==> config.mk <==
export PLATFORM = sky130hd
export DESIGN_NAME = mem_port_arbiter
export DESIGN_NICKNAME = d
export VERILOG_FILES = /design/src/rtl/mem_port_arbiter.sv
export SDC_FILE = /design/constraint.sdc
export NUM_CORES = 1
export LEC_CHECK = 0
export ABC_AREA = 1
export BUFFER_PORTS_ARGS = -buffer_cell sky130_fd_sc_hd__buf_2
export CAP_MARGIN = 20
export CORE_AREA = 2 2 271 273
export DETAILED_ROUTE_END_ITERATION = 8
export DIE_AREA = 0 0 273 275
export GPL_TIMING_DRIVEN = 0
export PLACE_DENSITY = 0.39
export REMOVE_ABC_BUFFERS = 1
export SLEW_MARGIN = 10
export SYNTH_ARGS = -nofsm -noshare
export SYNTH_HDL_FRONTEND = slang
export SYNTH_SLANG_ARGS = --single-unit
==> constraint.sdc <==
create_clock -name clk_i -period 4.6 [get_ports clk_i]
set_input_delay 0.69 -clock clk_i [delete_from_list [all_inputs] [get_ports clk_i]]
set_output_delay 0.69 -clock clk_i [all_outputs]
set_load 0.01 [all_outputs]
==> src/rtl/mem_port_arbiter.sv <==
// Round-robin share of one memory port across N_REQ requesters; answers are routed back in issue order.
// Request is registered (1 cycle to mem_req_valid_o); grants stall on full tracking or held output.
module mem_port_arbiter #(
   parameter int N_REQ           = 3,
   parameter int MAX_OUTSTANDING = 4,
   parameter int XLEN            = 64
) (
   input  logic                  clk_i,
   input  logic                  rst_ni,
   input  logic [N_REQ-1:0]      flush_i,
   input  logic [N_REQ-1:0]      req_valid_i,
   output logic [N_REQ-1:0]      req_ready_o,
   input  logic [N_REQ*XLEN-1:0] req_addr_i,
   input  logic [N_REQ-1:0]      req_we_i,
   input  logic [N_REQ*8-1:0]    req_be_i,
   input  logic [N_REQ*XLEN-1:0] req_wdata_i,
   output logic                  mem_req_valid_o,
   input  logic                  mem_req_ready_i,
   output logic [XLEN-1:0]       mem_req_addr_o,
   output logic                  mem_req_we_o,
   output logic [7:0]            mem_req_be_o,
   output logic [XLEN-1:0]       mem_req_wdata_o,
   input  logic                  mem_ans_valid_i,
   output logic                  mem_ans_ready_o,
   input  logic [XLEN-1:0]       mem_ans_rdata_i,
   input  logic                  mem_ans_err_i,
   output logic [N_REQ-1:0]      ans_valid_o,
   input  logic [N_REQ-1:0]      ans_ready_i,
   output logic [XLEN-1:0]       ans_rdata_o,
   output logic                  ans_err_o
);

   localparam int PW  = $clog2(MAX_OUTSTANDING);
   localparam int IDW = (N_REQ > 1) ? $clog2(N_REQ) : 1;

   typedef struct packed {
      logic [XLEN-1:0] addr;
      logic            we;
      logic [7:0]      be;
      logic [XLEN-1:0] wdata;
   } req_t;

   typedef struct packed {
      logic [IDW-1:0] id;
      logic           drop;
   } meta_t;

   meta_t           fifo_q [MAX_OUTSTANDING];
   logic [PW-1:0]   wr_ptr_q, rd_ptr_q;
   logic [PW:0]     count_q;
   logic [IDW-1:0]  rr_q;
   req_t            out_q;
   logic            out_vld_q;

   logic [N_REQ-1:0] eff_valid;
   logic             gnt_found;
   logic [IDW-1:0]   gnt_idx;
   logic             capture, push, pop, fifo_empty;
   logic [IDW-1:0]   head_id;
   logic             head_drop;
   req_t             req_nxt;

   // A flushed requester's request is masked so it cannot win this cycle.
   assign eff_valid = req_valid_i & ~flush_i;

   always_comb begin
      int scan;
      scan      = 0;
      gnt_found = 1'b0;
      gnt_idx   = '0;
      for (int k = 0; k < N_REQ; k++) begin
         scan = int'(rr_q) + k;
         if (scan >= N_REQ) scan = scan - N_REQ;
         if (!gnt_found && eff_valid[scan]) begin
            gnt_found = 1'b1;
            gnt_idx   = IDW'(scan);
         end
      end
   end

   assign capture = rst_ni && (count_q < (PW+1)'(MAX_OUTSTANDING))
                    && (!out_vld_q || mem_req_ready_i);
   assign push    = capture && gnt_found;

   always_comb begin
      req_ready_o = '0;
      if (push) req_ready_o[gnt_idx] = 1'b1;
   end

   always_comb begin
      req_nxt.addr  = req_addr_i[int'(gnt_idx)*XLEN +: XLEN];
      req_nxt.we    = req_we_i[gnt_idx];
      req_nxt.be    = req_be_i[int'(gnt_idx)*8 +: 8];
      req_nxt.wdata = req_wdata_i[int'(gnt_idx)*XLEN +: XLEN];
   end

   assign fifo_empty = (count_q == '0);
   assign head_id    = fifo_q[rd_ptr_q].id;
   // A same-cycle flush of the head's owner discards its answer immediately.
   assign head_drop  = fifo_q[rd_ptr_q].drop | flush_i[head_id];

   always_comb begin
      ans_valid_o     = '0;
      mem_ans_ready_o = 1'b0;
      if (!fifo_empty) begin
         if (head_drop) begin
            mem_ans_ready_o = 1'b1;
         end else begin
            ans_valid_o[head_id] = mem_ans_valid_i;
            mem_ans_ready_o      = ans_ready_i[head_id];
         end
      end
   end

   assign pop         = mem_ans_valid_i && mem_ans_ready_o;
   assign ans_rdata_o = mem_ans_rdata_i;
   assign ans_err_o   = mem_ans_err_i;

   always_ff @(posedge clk_i or negedge rst_ni) begin
      if (!rst_ni) begin
         for (int e = 0; e < MAX_OUTSTANDING; e++) fifo_q[e] <= '0;
         wr_ptr_q  <= '0;
         rd_ptr_q  <= '0;
         count_q   <= '0;
         rr_q      <= '0;
         out_q     <= '0;
         out_vld_q <= 1'b0;
      end else begin
         for (int e = 0; e < MAX_OUTSTANDING; e++) begin
            if (flush_i[fifo_q[e].id]) fifo_q[e].drop <= 1'b1;
         end
         if (push) begin
            fifo_q[wr_ptr_q] <= '{id: gnt_idx, drop: flush_i[gnt_idx]};
            wr_ptr_q         <= wr_ptr_q + PW'(1);
            out_q            <= req_nxt;
            out_vld_q        <= 1'b1;
            rr_q             <= (int'(gnt_idx) == N_REQ-1) ? '0 : gnt_idx + IDW'(1);
         end else if (mem_req_ready_i) begin
            out_vld_q <= 1'b0;
         end
         if (pop) rd_ptr_q <= rd_ptr_q + PW'(1);
         if (push && !pop)      count_q <= count_q + (PW+1)'(1);
         else if (!push && pop) count_q <= count_q - (PW+1)'(1);
      end
   end

   assign mem_req_valid_o = out_vld_q;
   assign mem_req_addr_o  = out_q.addr;
   assign mem_req_we_o    = out_q.we;
   assign mem_req_be_o    = out_q.be;
   assign mem_req_wdata_o = out_q.wdata;

   ans_without_request: assert property (@(posedge clk_i) disable iff (!rst_ni)
      !(mem_ans_valid_i && fifo_empty));

endmodule

==> impl_metrics.prom <==
# TYPE chip_impl_metric gauge
chip_impl_info{name="run_status",value="completed"} 1
chip_impl_metric{name="reg2reg_setup_slack",unit="ns"} 0.67
chip_impl_info{name="critPathCaptureType",value="output port"} 1
chip_impl_metric{name="cts-root-to-sink-buffers",unit=""} 2
chip_impl_metric{name="synthesis.area",unit="um^2"} 10000
chip_impl_metric{name="worst_slew_pin_slew",unit="ns"} 0.810
chip_impl_info{name="kind_of_critical_path",value="reg2out"} 1
chip_impl_metric{name="timing.slew.headroom",unit="%"} 46.0
chip_impl_metric{name="post-synth-top-area-fraction",unit="%"} 39.7
chip_impl_metric{name="worst-endpoint-arrival",unit="ns"} 3.51
chip_impl_info{name="crit_slowest_cell",value="sky130_fd_sc_hd__ha_1"} 1
chip_impl_metric{name="layout-drive-gt1-share",unit="%"} 31.7
chip_impl_metric{name="minimum_period_implied_by_the_final_worst_setup_slack",unit="ns"} 4.20
chip_impl_metric{name="synth_async_sr_flop_share",unit="%"} 100
chip_impl_metric{name="synth.yosys.seq_area_share",unit="%"} 39.7
chip_impl_metric{name="timing.reg2reg.worst_path_depth",unit=""} 16
chip_impl_info{name="holdCritPathClass",value="in2async"} 1
chip_impl_info{name="clock_tree_from_tritoncts",value="yes"} 1
chip_impl_info{name="yosys-top-cells-count",value="759 x sky130_fd_sc_hd__nand2_1, 217 x sky130_fd_sc_hd__nand3_1, 159 x sky130_fd_sc_hd__dfrtp_1, 95 x sky130_fd_sc_hd__nor2_1"} 1
chip_impl_metric{name="max_stage_delay",unit="ns"} 0.38
chip_impl_metric{name="post-cts-setup-buffers",unit=""} 1
chip_impl_info{name="crit-reg2reg-capture",value="count_q[2]"} 1
chip_impl_metric{name="filler_cell_count",unit=""} 8400
chip_impl_metric{name="postSynthCellCount",unit=""} 1531
chip_impl_metric{name="placement.setup.worst_slack",unit="ns"} -0.0261
chip_impl_metric{name="postLayoutCoreUtil",unit="%"} 19.5
chip_impl_metric{name="fin_nets",unit=""} 2478
chip_impl_metric{name="cap_viol_max_count",unit=""} 0
chip_impl_metric{name="power_density",unit="nW/um^2"} 699
chip_impl_metric{name="finalWirelength",unit="um"} 48400
chip_impl_metric{name="io-pin-count",unit=""} 699
chip_impl_metric{name="grt_start_max_net_pins",unit=""} 90
chip_impl_metric{name="post_synth_num_cell_types",unit=""} 30
chip_impl_metric{name="slew_violations",unit=""} 0
chip_impl_metric{name="first_iter_violations",unit=""} 668
chip_impl_info{name="post_synth_main_area_contributors",value="sky130_fd_sc_hd__dfrtp_1 40%, sky130_fd_sc_hd__nand2_1 28%, sky130_fd_sc_hd__nand3_1 11%"} 1
chip_impl_metric{name="syn_to_final_growth",unit="%"} 40.7
chip_impl_metric{name="leakage",unit="uW"} 0.00766
chip_impl_metric{name="start_util",unit="%"} 13.9
chip_impl_metric{name="grt_remaining_overflow",unit=""} 0
chip_impl_metric{name="viasPerCell",unit=""} 3.88
chip_impl_metric{name="antenna_violating_nets_post_route",unit=""} 0
chip_impl_metric{name="post_route_skew",unit="ns"} 0.0144
chip_impl_metric{name="grt_pass1_vias",unit=""} 11300
chip_impl_metric{name="final_cycle_utilization_of_the_critical_path",unit="%"} 91.4
chip_impl_metric{name="maximum_clock_rate",unit="MHz"} 238
chip_impl_metric{name="final_cells",unit=""} 2954
chip_impl_metric{name="core-area",unit="um^2"} 72300
chip_impl_metric{name="post_synth.cell_area_avg",unit="um^2"} 6.55
chip_impl_info{name="setup.worst_path.start",value="rr_q[0]"} 1
chip_impl_metric{name="power.ir.vdd_worst",unit="mV"} 0.337
chip_impl_metric{name="fp.dieW",unit="um"} 273
chip_impl_metric{name="synth_enable_flop_cells",unit=""} 0
chip_impl_metric{name="total_cts_buffers",unit=""} 17
chip_impl_metric{name="yosysWarnings",unit=""} 0
chip_impl_metric{name="dp.final_hpwl",unit="um"} 37300
chip_impl_info{name="yosys_most_used_dff",value="sky130_fd_sc_hd__dfrtp_1"} 1
chip_impl_metric{name="numClockSinks",unit=""} 159
chip_impl_metric{name="drtPass1Iterations",unit=""} 7
chip_impl_metric{name="ctsHtreeMaxLevel",unit=""} 4
chip_impl_metric{name="clkSlewWorstSetupHoldPaths",unit="ns"} 0.08
chip_impl_metric{name="placed_cells",unit=""} 2920
chip_impl_metric{name="cp_data_required_time",unit="ns"} 3.91
chip_impl_metric{name="timing.final.setup_violations",unit=""} 0
chip_impl_metric{name="place.gp.congestion",unit=""} 0.869
chip_impl_metric{name="final_hold_vios",unit=""} 0
chip_impl_info{name="crit_chain",value="inv_1 > ha_1 > inv_2 > nand3_1 > nand3_1 > nand2_1 > nand3_1 > nand2_1 > nand2_2 > buf_12 > nand2_1 > nor2_4 > buf_12 > buf_2"} 1
chip_impl_metric{name="cts-resized-gates",unit=""} 0
chip_impl_info{name="rsz0062_at_grt",value="no"} 1
chip_impl_metric{name="gr-usage-all-layers",unit="%"} 12.6
chip_impl_info{name="yosysTopAreaCell",value="sky130_fd_sc_hd__dfrtp_1"} 1
chip_impl_metric{name="grt_pass1_wl",unit="um"} 70600
chip_impl_metric{name="routedWlPerCell",unit="um"} 16.4
chip_impl_info{name="synth.most_common_cell",value="sky130_fd_sc_hd__nand2_1"} 1
chip_impl_metric{name="grt_antenna_before_repair",unit=""} 4
chip_impl_metric{name="numPortBuffers",unit=""} 568
chip_impl_info{name="clockRootBuffer",value="sky130_fd_sc_hd__clkbuf_16"} 1
chip_impl_metric{name="ctsHoldBuffers",unit=""} 0
chip_impl_metric{name="rows",unit=""} 99
chip_impl_metric{name="clk-insertion-delay-late",unit="ns"} 0.48
chip_impl_metric{name="die_area",unit="um^2"} 75100
chip_impl_metric{name="timing.final.ws_setup",unit="ns"} 0.398
chip_impl_metric{name="critPathBufInv",unit=""} 5
chip_impl_metric{name="synth.ff_latch_count",unit=""} 159
chip_impl_metric{name="cp_num_cells",unit=""} 14
chip_impl_info{name="crit_path_start_kind",value="flop"} 1
chip_impl_info{name="r2r_start",value="rr_q[0]"} 1
chip_impl_metric{name="drt_drc_violations_left",unit=""} 0
chip_impl_metric{name="timing.critical_path.fanout_max",unit=""} 35
chip_impl_metric{name="vias",unit=""} 11500
chip_impl_metric{name="die_height",unit="um"} 275
chip_impl_info{name="worst_path_top_cell_family_by_delay",value="simple AND/OR/NAND/NOR gates"} 1
==> routing by layer <==
metal	track usage, %	share of wire [%]
met5	2.19	0.56
met4	4.08	2.1
met3	6.54	12
met2	19.5	44
met1	14.8	42
==> layout by cell type (no fill, tap or decap), types with 2 or more instances in the layout <==
| cell | n |
|---|---|
| sky130_fd_sc_hd__inv_8 | 4 |
| sky130_fd_sc_hd__nor2_1 | 95 |
| sky130_fd_sc_hd__inv_2 | 8 |
| sky130_fd_sc_hd__nand3_1 | 217 |
| sky130_fd_sc_hd__ha_1 | 7 |
| sky130_fd_sc_hd__o21ai_0 | 34 |
| sky130_fd_sc_hd__o21bai_1 | 2 |
| sky130_fd_sc_hd__buf_16 | 5 |
| sky130_fd_sc_hd__o211ai_1 | 5 |
| sky130_fd_sc_hd__inv_1 | 65 |
| sky130_fd_sc_hd__o31ai_1 | 3 |
| sky130_fd_sc_hd__xor2_1 | 3 |
| sky130_fd_sc_hd__buf_2 | 567 |
| sky130_fd_sc_hd__bufinv_16 | 3 |
| sky130_fd_sc_hd__nand2_1 | 755 |
| sky130_fd_sc_hd__a21oi_1 | 4 |
| sky130_fd_sc_hd__clkbuf_16 | 17 |
| sky130_fd_sc_hd__dfrtp_1 | 159 |
| sky130_fd_sc_hd__nand2_4 | 3 |
| sky130_fd_sc_hd__clkinvlp_4 | 2 |
| sky130_fd_sc_hd__buf_6 | 3 |
| sky130_fd_sc_hd__buf_8 | 2 |
| sky130_fd_sc_hd__nor2_4 | 2 |
| sky130_fd_sc_hd__nand4_1 | 5 |
| sky130_fd_sc_hd__inv_6 | 5 |
| sky130_fd_sc_hd__buf_12 | 6 |
==> logic make-up after synthesis <==
group	count (synthesis)	synth area share (%)
AOI/OAI and AO/OA	52	2.97
xor gates and xnor gates	4	0.350
adders and majority gates	8	1.07
buffers and inverters	227	12.4
DFF	159	39.7
muxes	1	0.112
and+or+nand+nor	1080	43.4
==> worst register-to-register path: stages (launching register included) <==
cell and delay, ns:
sky130_fd_sc_hd__dfrtp_1 0.35, sky130_fd_sc_hd__inv_1 0.06, sky130_fd_sc_hd__ha_1 0.38, sky130_fd_sc_hd__inv_2 0.14
sky130_fd_sc_hd__nand3_1 0.09, sky130_fd_sc_hd__nand3_1 0.09, sky130_fd_sc_hd__nand2_1 0.13, sky130_fd_sc_hd__nand3_1 0.21
sky130_fd_sc_hd__nand2_8 0.26, sky130_fd_sc_hd__inv_8 0.56, sky130_fd_sc_hd__buf_16 0.36, sky130_fd_sc_hd__ha_1 0.35
sky130_fd_sc_hd__inv_1 0.07, sky130_fd_sc_hd__fa_1 0.38, sky130_fd_sc_hd__a21oi_1 0.14, sky130_fd_sc_hd__o21ai_0 0.11
sky130_fd_sc_hd__xor2_1 0.15
==> sequential cells by signal, summed over array words and instances, names as in the netlist <==
name             flops
mem_req_addr_o      64
mem_req_wdata_o     64
fifo_q              12
mem_req_be_o         8
count_q              3
rd_ptr_q             2
rr_q                 2
wr_ptr_q             2
mem_req_valid_o      1
mem_req_we_o         1
==> worst max path at each step <==
stage | endpoint | slack (ns)
after global placement | req_ready_o[0] | -8.10
final | req_ready_o[0] | 0.40
after global routing | req_ready_o[0] | 0.12
after CTS | req_ready_o[0] | 0.33
after floorplan | req_ready_o[0] | -2.16
after detailed placement | count_q[2] | -0.03
==> power by group <==
group / total [uW] / switching [uW] / internal [uW]
clock network: 1610 / 734 / 873
registers: 2460 / 373 / 2090
logic: 5780 / 3820 / 1970
total: 9850 / 4920 / 4930
==> layout make-up <==
class                      instances  area, um^2  share of cell area, %
antenna                            1        2.50                 0.0177
clock buffer                      17         425                   3.02
clock inverter                    15         196                   1.39
sequential                       159        3980                   28.2
tap                              959        1200                   8.51
multi-input combinational       1145        4850                   34.4
timing repair buffer             584        3170                   22.5
inverter                          74         285                   2.02
==> per-stage QoR <==
step	TNS [ns]	total power (uW)	instance area [um^2]	hold slack, ns
floorplan	-187.40	5870	9060	0.394
global placement	-1046.97	8100	13100	0.475
detailed placement	-0.0261	8370	13500	0.479
CTS	0	10100	14100	0.132
global route	0	10800	14100	0.157
finish	0	9850	14100	0.135
(Power assumes the default switching activity.)
